[src/rtl/booth_pkg.sv]
// Shared types for the iterative radix-4 Booth multiplier: FSM states,
// digit-select encoding and the digit-count helper.
package booth_pkg;

  typedef enum logic [1:0] {
    ST_IDLE = 2'd0,
    ST_BUSY = 2'd1,
    ST_DONE = 2'd2
  } state_t;

  typedef enum logic [2:0] {
    SEL_ZERO   = 3'd0,
    SEL_POS_A  = 3'd1,
    SEL_POS_2A = 3'd2,
    SEL_NEG_2A = 3'd3,
    SEL_NEG_A  = 3'd4
  } digit_sel_t;

  // Digits needed to cover a WIDTH-bit operand extended by two guard bits
  function automatic int unsigned booth_digits(input int unsigned width);
    return width / 2 + 1;
  endfunction

  // Radix-4 Booth recoding of one overlapping bit triple (b2,b1,b0)
  function automatic digit_sel_t booth_decode(input logic [2:0] digit);
    digit_sel_t sel;
    case (digit)
      3'b001, 3'b010: sel = SEL_POS_A;
      3'b011:         sel = SEL_POS_2A;
      3'b100:         sel = SEL_NEG_2A;
      3'b101, 3'b110: sel = SEL_NEG_A;
      default:        sel = SEL_ZERO;
    endcase
    return sel;
  endfunction

endpackage

[src/rtl/booth_sel.sv]
// Combinational partial-product selector: one Booth digit applied to the
// (already shifted) multiplicand gives 0, +-A or +-2A.
module booth_sel
  import booth_pkg::*;
#(
  parameter int unsigned WIDTH = 32
) (
  input  logic [2:0]         i_digit,
  input  logic [2*WIDTH-1:0] i_a,
  output logic [2*WIDTH-1:0] o_pp_c
);

  localparam int unsigned PW = 2 * WIDTH;

  digit_sel_t      w_sel;
  logic [PW-1:0]   w_a2;

  assign w_sel = booth_decode(i_digit);
  assign w_a2  = {i_a[PW-2:0], 1'b0};

  always_comb begin
    o_pp_c = '0;
    case (w_sel)
      SEL_POS_A:  o_pp_c = i_a;
      SEL_POS_2A: o_pp_c = w_a2;
      SEL_NEG_2A: o_pp_c = ~w_a2 + PW'(1);
      SEL_NEG_A:  o_pp_c = ~i_a + PW'(1);
      default:    o_pp_c = '0;
    endcase
  end

endmodule

[src/rtl/booth_mul_iter.sv]
// Iterative radix-4 Booth multiplier, one digit per cycle, valid/ready on both sides.
// Optional macro BOOTH_MUL_EARLY_EXIT_EN ends BUSY once the remaining multiplier bits are uniform.
module booth_mul_iter
  import booth_pkg::*;
#(
  parameter int unsigned WIDTH = 32
) (
  input  logic               clk,
  input  logic               reset,
  input  logic               flush,
  input  logic               in_valid,
  output logic               in_ready,
  input  logic               in_signed,
  input  logic [WIDTH-1:0]   in_a,
  input  logic [WIDTH-1:0]   in_b,
  output logic               out_valid,
  input  logic               out_ready,
  output logic [2*WIDTH-1:0] out_result
);

  localparam int unsigned PW = 2 * WIDTH;
  localparam int unsigned BW = WIDTH + 3;
  localparam int unsigned N  = booth_digits(WIDTH);
  localparam int unsigned CW = $clog2(N);

  state_t          r_state;
  state_t          w_state_next;
  logic [PW-1:0]   r_acc;
  logic [PW-1:0]   r_a;
  logic [BW-1:0]   r_b;
  logic [CW-1:0]   r_cnt;
  logic            r_out_valid;

  logic            w_accept;
  logic            w_last;
  logic [PW-1:0]   w_pp;
  logic [PW-1:0]   w_a_ext;
  logic [BW-1:0]   w_b_ext;
  logic [BW-1:0]   w_b_next;

  assign in_ready   = (r_state == ST_IDLE) & ~flush;
  assign w_accept   = in_valid & in_ready;
  assign out_valid  = r_out_valid;
  assign out_result = r_acc;

  // Operand extension; B also carries the implicit zero below its LSB
  assign w_a_ext  = {{WIDTH{in_signed & in_a[WIDTH-1]}}, in_a};
  assign w_b_ext  = {{2{in_signed & in_b[WIDTH-1]}}, in_b, 1'b0};
  assign w_b_next = {{2{r_b[BW-1]}}, r_b[BW-1:2]};

  booth_sel #(.WIDTH(WIDTH)) u_sel (
    .i_digit (r_b[2:0]),
    .i_a     (r_a),
    .o_pp_c  (w_pp)
  );

  always_comb begin
    w_last = (r_cnt == CW'(N - 1));
`ifdef BOOTH_MUL_EARLY_EXIT_EN
    if ((&w_b_next) || (~|w_b_next)) begin
      w_last = 1'b1;
    end
`else
`endif
  end

  always_ff @(posedge clk) begin
    if (reset) begin
      r_state <= ST_IDLE;
    end else begin
      r_state <= w_state_next;
    end
  end

  always_comb begin
    w_state_next = r_state;
    case (r_state)
      ST_IDLE: if (w_accept) w_state_next = ST_BUSY;
      ST_BUSY: begin
        if (flush)       w_state_next = ST_IDLE;
        else if (w_last) w_state_next = ST_DONE;
      end
      ST_DONE: begin
        if (flush || out_ready) w_state_next = ST_IDLE;
      end
      default: w_state_next = ST_IDLE;
    endcase
  end

  // Datapath: accumulate one shifted partial product per BUSY cycle
  always_ff @(posedge clk) begin
    if (reset) begin
      r_acc       <= '0;
      r_a         <= '0;
      r_b         <= '0;
      r_cnt       <= '0;
      r_out_valid <= 1'b0;
    end else begin
      r_out_valid <= (w_state_next == ST_DONE);
      if (w_accept) begin
        r_acc <= '0;
        r_a   <= w_a_ext;
        r_b   <= w_b_ext;
        r_cnt <= '0;
      end else if ((r_state == ST_BUSY) && !flush) begin
        r_acc <= r_acc + w_pp;
        r_a   <= {r_a[PW-3:0], 2'b00};
        r_b   <= w_b_next;
        r_cnt <= r_cnt + CW'(1);
      end
    end
  end

endmodule

[config.mk]
export PLATFORM = sky130hd
export DESIGN_NAME = booth_mul_iter
export DESIGN_NICKNAME = d
export VERILOG_FILES = /design/src/rtl/booth_pkg.sv /design/src/rtl/booth_sel.sv /design/src/rtl/booth_mul_iter.sv
export SDC_FILE = /design/constraint.sdc
export NUM_CORES = 1
export LEC_CHECK = 0
export BUFFER_PORTS_ARGS = -buffer_cell sky130_fd_sc_hd__buf_4
export CAP_MARGIN = 20
export CORE_MARGIN = 2
export CORE_UTILIZATION = 31
export CTS_CLUSTER_SIZE = 40
export DETAILED_ROUTE_END_ITERATION = 10
export GPL_TIMING_DRIVEN = 0
export PLACE_DENSITY = 0.45
export SKIP_LAST_GASP = 1
export SLEW_MARGIN = 25
export SYNTH_ARGS = -nofsm -noshare
export SYNTH_HDL_FRONTEND = slang
export SYNTH_SLANG_ARGS = --single-unit
export TNS_END_PERCENT = 1
[constraint.sdc]
create_clock -name clk -period 9.1 [get_ports clk]
set_input_delay 0.455 -clock clk [delete_from_list [all_inputs] [get_ports clk]]
set_output_delay 0.455 -clock clk [all_outputs]
set_load 0.005 [all_outputs]
==> results.txt <==
- Post-Synthesis Net Count: 2073
- Post-synth EDFFs: 0
* Maximum fanout encountered on the critical timing path: 10
* Startpoint of the worst hold path: flush
- Launch point of the worst reg-to-reg path: r_b[2]
* Worst setup path end: out_result[63]
- Summing all multi-input logic gate instances after layout gives between 0.009 and 0.01 mm².
- Number of clock sinks: 171
- STA classifies the critical path startpoint as a register.
* Half-perimeter wire length of the detailed placement result: approximately 44000 µm
- With fillers left out, the area of the finished cells amounts to between 0.015 and 0.02 mm².
- The worst setup path is of the reg -> reg kind.
- Post-cts hold buffer count: 0
- Max cap viols: 0
- Die Wd: 214 µm
- The clock reaches the later pin of the worst-skew pair after 500 ps.
- Final Net Count: 2228
* Initial antenna violation count: 1
- Gr ovfl total: 0
* Detail-routed net length per standard cell: 20.9 µm
- At the worst endpoint, the arrival time is 7790 ps.
* Maximum operating frequency: ~140 MHz
* Count of input and output buffers: 135
- For the worst flop-to-flop path, the logic depth is 21.
- Of the available clock period, the critical path in the final layout requires 80.9%.
- Setup repair after global routing left no endpoint under its margin.
* Area enclosed by the die boundary: 0.0456 mm²
* Clock root buffer: clkbuf_16
- Setup TNS Final: 0 ps
- The routed layout has about 15k vias.
- In the final layout, flip-flops and latches occupy around 0.0034 mm².
* Leading cell type in the layout, fill and taps excluded: nand2_1
- Wire length of the first global-routing pass: about 85000 µm
- Once the clock tree was built, the setup fixing pass inserted 0 buffers.
- Setup violations remaining at the end of the flow were counted as 0.
* Number of global-route vias before repair: 14.1k
- Reg2Reg Capture Point: out_result[63]
- Primary flip-flop cell chosen by synthesis mapping: dfxtp_1
* Avg Synthesized Cell Area: 7.04 µm²
- Number of routed nets with antenna violations: 0
- Leakage component of the power: 6.23 nW
- Die extent in y: 214 µm
- Power per Cell Area: 130 mW/mm²
* Core outline area: 0.0433 mm²
* Commonest cells after routing, fill and taps aside: nand2_1, a21oi_1, dfxtp_1
* Reg clk slew, reported paths: 70 ps
- The first detailed-routing pass ran for 5 iterations.
- Row generation in the floorplan step produced 76 rows.
- The worst register-to-register path has a setup slack of roughly 1700 ps.
* Largest clock skew in the final design: between 10 and 15 ps
- Cells with a size suffix above 1 make up 9.56% of the layout.
* Required time worst endpoint: approximately 9500 ps
* Global routing usage summed across all routing layers: 24.9%
* Pin count of the biggest net entering global routing: 17
- Worst hold slack across all endpoints: approximately 160 ps
- Critical path endpoint category: register
- For the pin with the worst max-slew slack, the measured transition is 1040 ps.
- Detailed-route vias per instance: 5.51
- Gpl congestion: 0.943
- For this run, the number of standard cells in the final layout without fillers is 2690.
- TritonCTS built the clock tree.
* Starting utilization of the core area: 31.5%
- Final hold violations: 0
- Maximum vdd drop: between 100 and 150 µV
* Post-Synthesis Cells: approximately 1.9k
* Remaining design rule violation count: 0
- The H-tree was split into 4 levels.
- Worst slew margin: 29.7%
* Portion of synthesized cell area occupied by the leading cell type: 25.1%
- In this run the cell area of the synthesized design comes to approximately 0.014 mm².
* IO Pins: 136
- Dpl cells: 2657
- Yosys warnings: 0
* Total wirelength of the detailed-routed design: around 56000 µm
- Count of routing violations after the opening detailed-route iteration: 1185
* Sequential element share of the synthesized area: 25.1%
* Critical path launch point: r_b[2]
- Ranked by total cell area, the synthesized netlist is headed by dfxtp_1, a21oi_1, nand2_1.
* Min Tclk post-route: 7360 ps
* Growth of design area from synthesis to finish: 17.6%
- Number of unique standard cell types used by synthesis: 74
- Placed cell areas: 0.0154 mm²
- The longest clock path from root to sink contains 2 buffers.
- Synthesis inferred 171 register bits.
- Post-CTS repair changed the size of 0 cells.
* Result of the run: complete, no violations
* CTS buffer count: 17
* Final-report max-slew violation count: 0
- In the synthesized netlist the async set-or-reset flop fraction comes to 0%.
- HP Class: in -> reg
- Most area-hungry cell type in the Yosys netlist: dfxtp_1
- Counting the fill cells in the layout gives 4715.
==> area by class of cell <==
cell class	count	area share [%]
Antenna cell	2	0.0312
Buffer	183	4.39
Clock buffer	23	3.05
Clock inverter	8	0.820
Inverter	27	0.632
Multi-Input combinational cell	1555	58.8
Sequential cell	171	21.4
Tap cell	585	4.57
Timing Repair Buffer	136	6.37
==> cells in the mapped netlist, types with 4 or more instances <==
cell        n
or4_1       6
o21a_1      7
o31ai_1     8
clkbuf_1  157
or2_2       5
mux2i_1    15
o21bai_1   17
a21o_1     51
nor4_1     10
nor2b_1     8
nor3_1     67
a22oi_1    83
a21boi_0    4
nor2_1    135
buf_1      18
a221oi_1   23
and2_1     11
nand2b_1   10
buf_2       5
nand2_1   317
mux2_2      5
or3_1      24
nand4_1    26
a32oi_1     4
o211ai_1    5
dfxtp_1   171
ha_1       66
o221ai_1    6
nand3_1    25
a21oi_1   251
inv_1      27
xor2_1     61
a211oi_1    7
a221o_1     4
a31oi_1    27
nand3b_1    5
and3_1      8
a31o_2      5
xnor2_1    81
o21ai_0   109
o22ai_1    13
==> critical path, stage by stage, from the launching register on <==
cell and delay, ps:
dfxtp_1 320, clkbuf_1 440, inv_1 150, nor2_2 650, nand2_1 140, clkbuf_1 380, clkbuf_1 460, clkbuf_1 450
o31ai_1 760, ha_1 360, clkbuf_1 190, a21oi_1 240, o21ai_0 170, a41o_1 260, a221oi_1 270, o311ai_0 300
and2_1 280, a21oi_1 330, a21boi_0 160, o22ai_1 390, mux2i_1 360, mux2i_1 220
==> flip-flops by register name (all words and copies together) (netlist names) <==
| name | count |
|---|---|
| r_b | 35 |
| r_cnt | 5 |
| out_result | 64 |
| r_state | 2 |
| r_a | 64 |
| out_valid | 1 |
==> worst min-delay path by stage <==
| stage | to | cells past startpoint | slack (ps) |
|---|---|---|---|
| after floorplan | r_b[10] | 2 | 440 |
| after global placement | r_b[13] | 2 | 440 |
| after detailed placement | r_b[22] | 2 | 450 |
| after CTS | r_state[1] | 2 | 120 |
| after global routing | r_state[1] | 2 | 140 |
| final | r_state[1] | 2 | 160 |
==> report_power, final <==
group	switching [W]	total, W	internal [W]
Combinational	0.000313	0.000474	0.000161
Sequential	0.0000202	0.000796	0.000776
Clock	0.000351	0.000812	0.000461
Total	0.000684	0.00208	0.00140
==> per-stage QoR <==
| stage | power [W] | worst slack (ps) | utilization (%) |
|---|---|---|---|
| 3_3_place_gp | 0.00128 | 1780 | 35.5 |
| 5_1_grt | 0.00218 | 1560 | 37.0 |
| 4_1_cts | 0.00210 | 1980 | 37.0 |
| 6_report | 0.00208 | 1740 | 37.0 |
| 3_5_place_dp | 0.00128 | 2000 | 35.6 |
| 2_1_floorplan | 0.00112 | 3690 | - |
==> per-layer routing <==
| layer | routed length [µm] | GRT usage, % |
|---|---|---|
| met5 | 0 | 0 |
| met4 | 1970 | 10.9 |
| met3 | 3500 | 5.29 |
| met2 | 24600 | 38.9 |
| met1 | 26300 | 32.9 |
==> cells by family (layout without fill, tap and decap cells) <==
logic type	count (synthesis)	count (layout)	share of synthesized area [%]
and+or+nand+nor	680	680	22.8
AOI/OAI and AO/OA	646	646	29.4
buffers and inverters	210	377	5.91
DFF	171	171	25.1
xor gates and xnor gates	142	142	9.13
adders and majority gates	67	67	6.21
muxes	20	20	1.52
other	0	2	0
(Power assumes the default switching activity.)
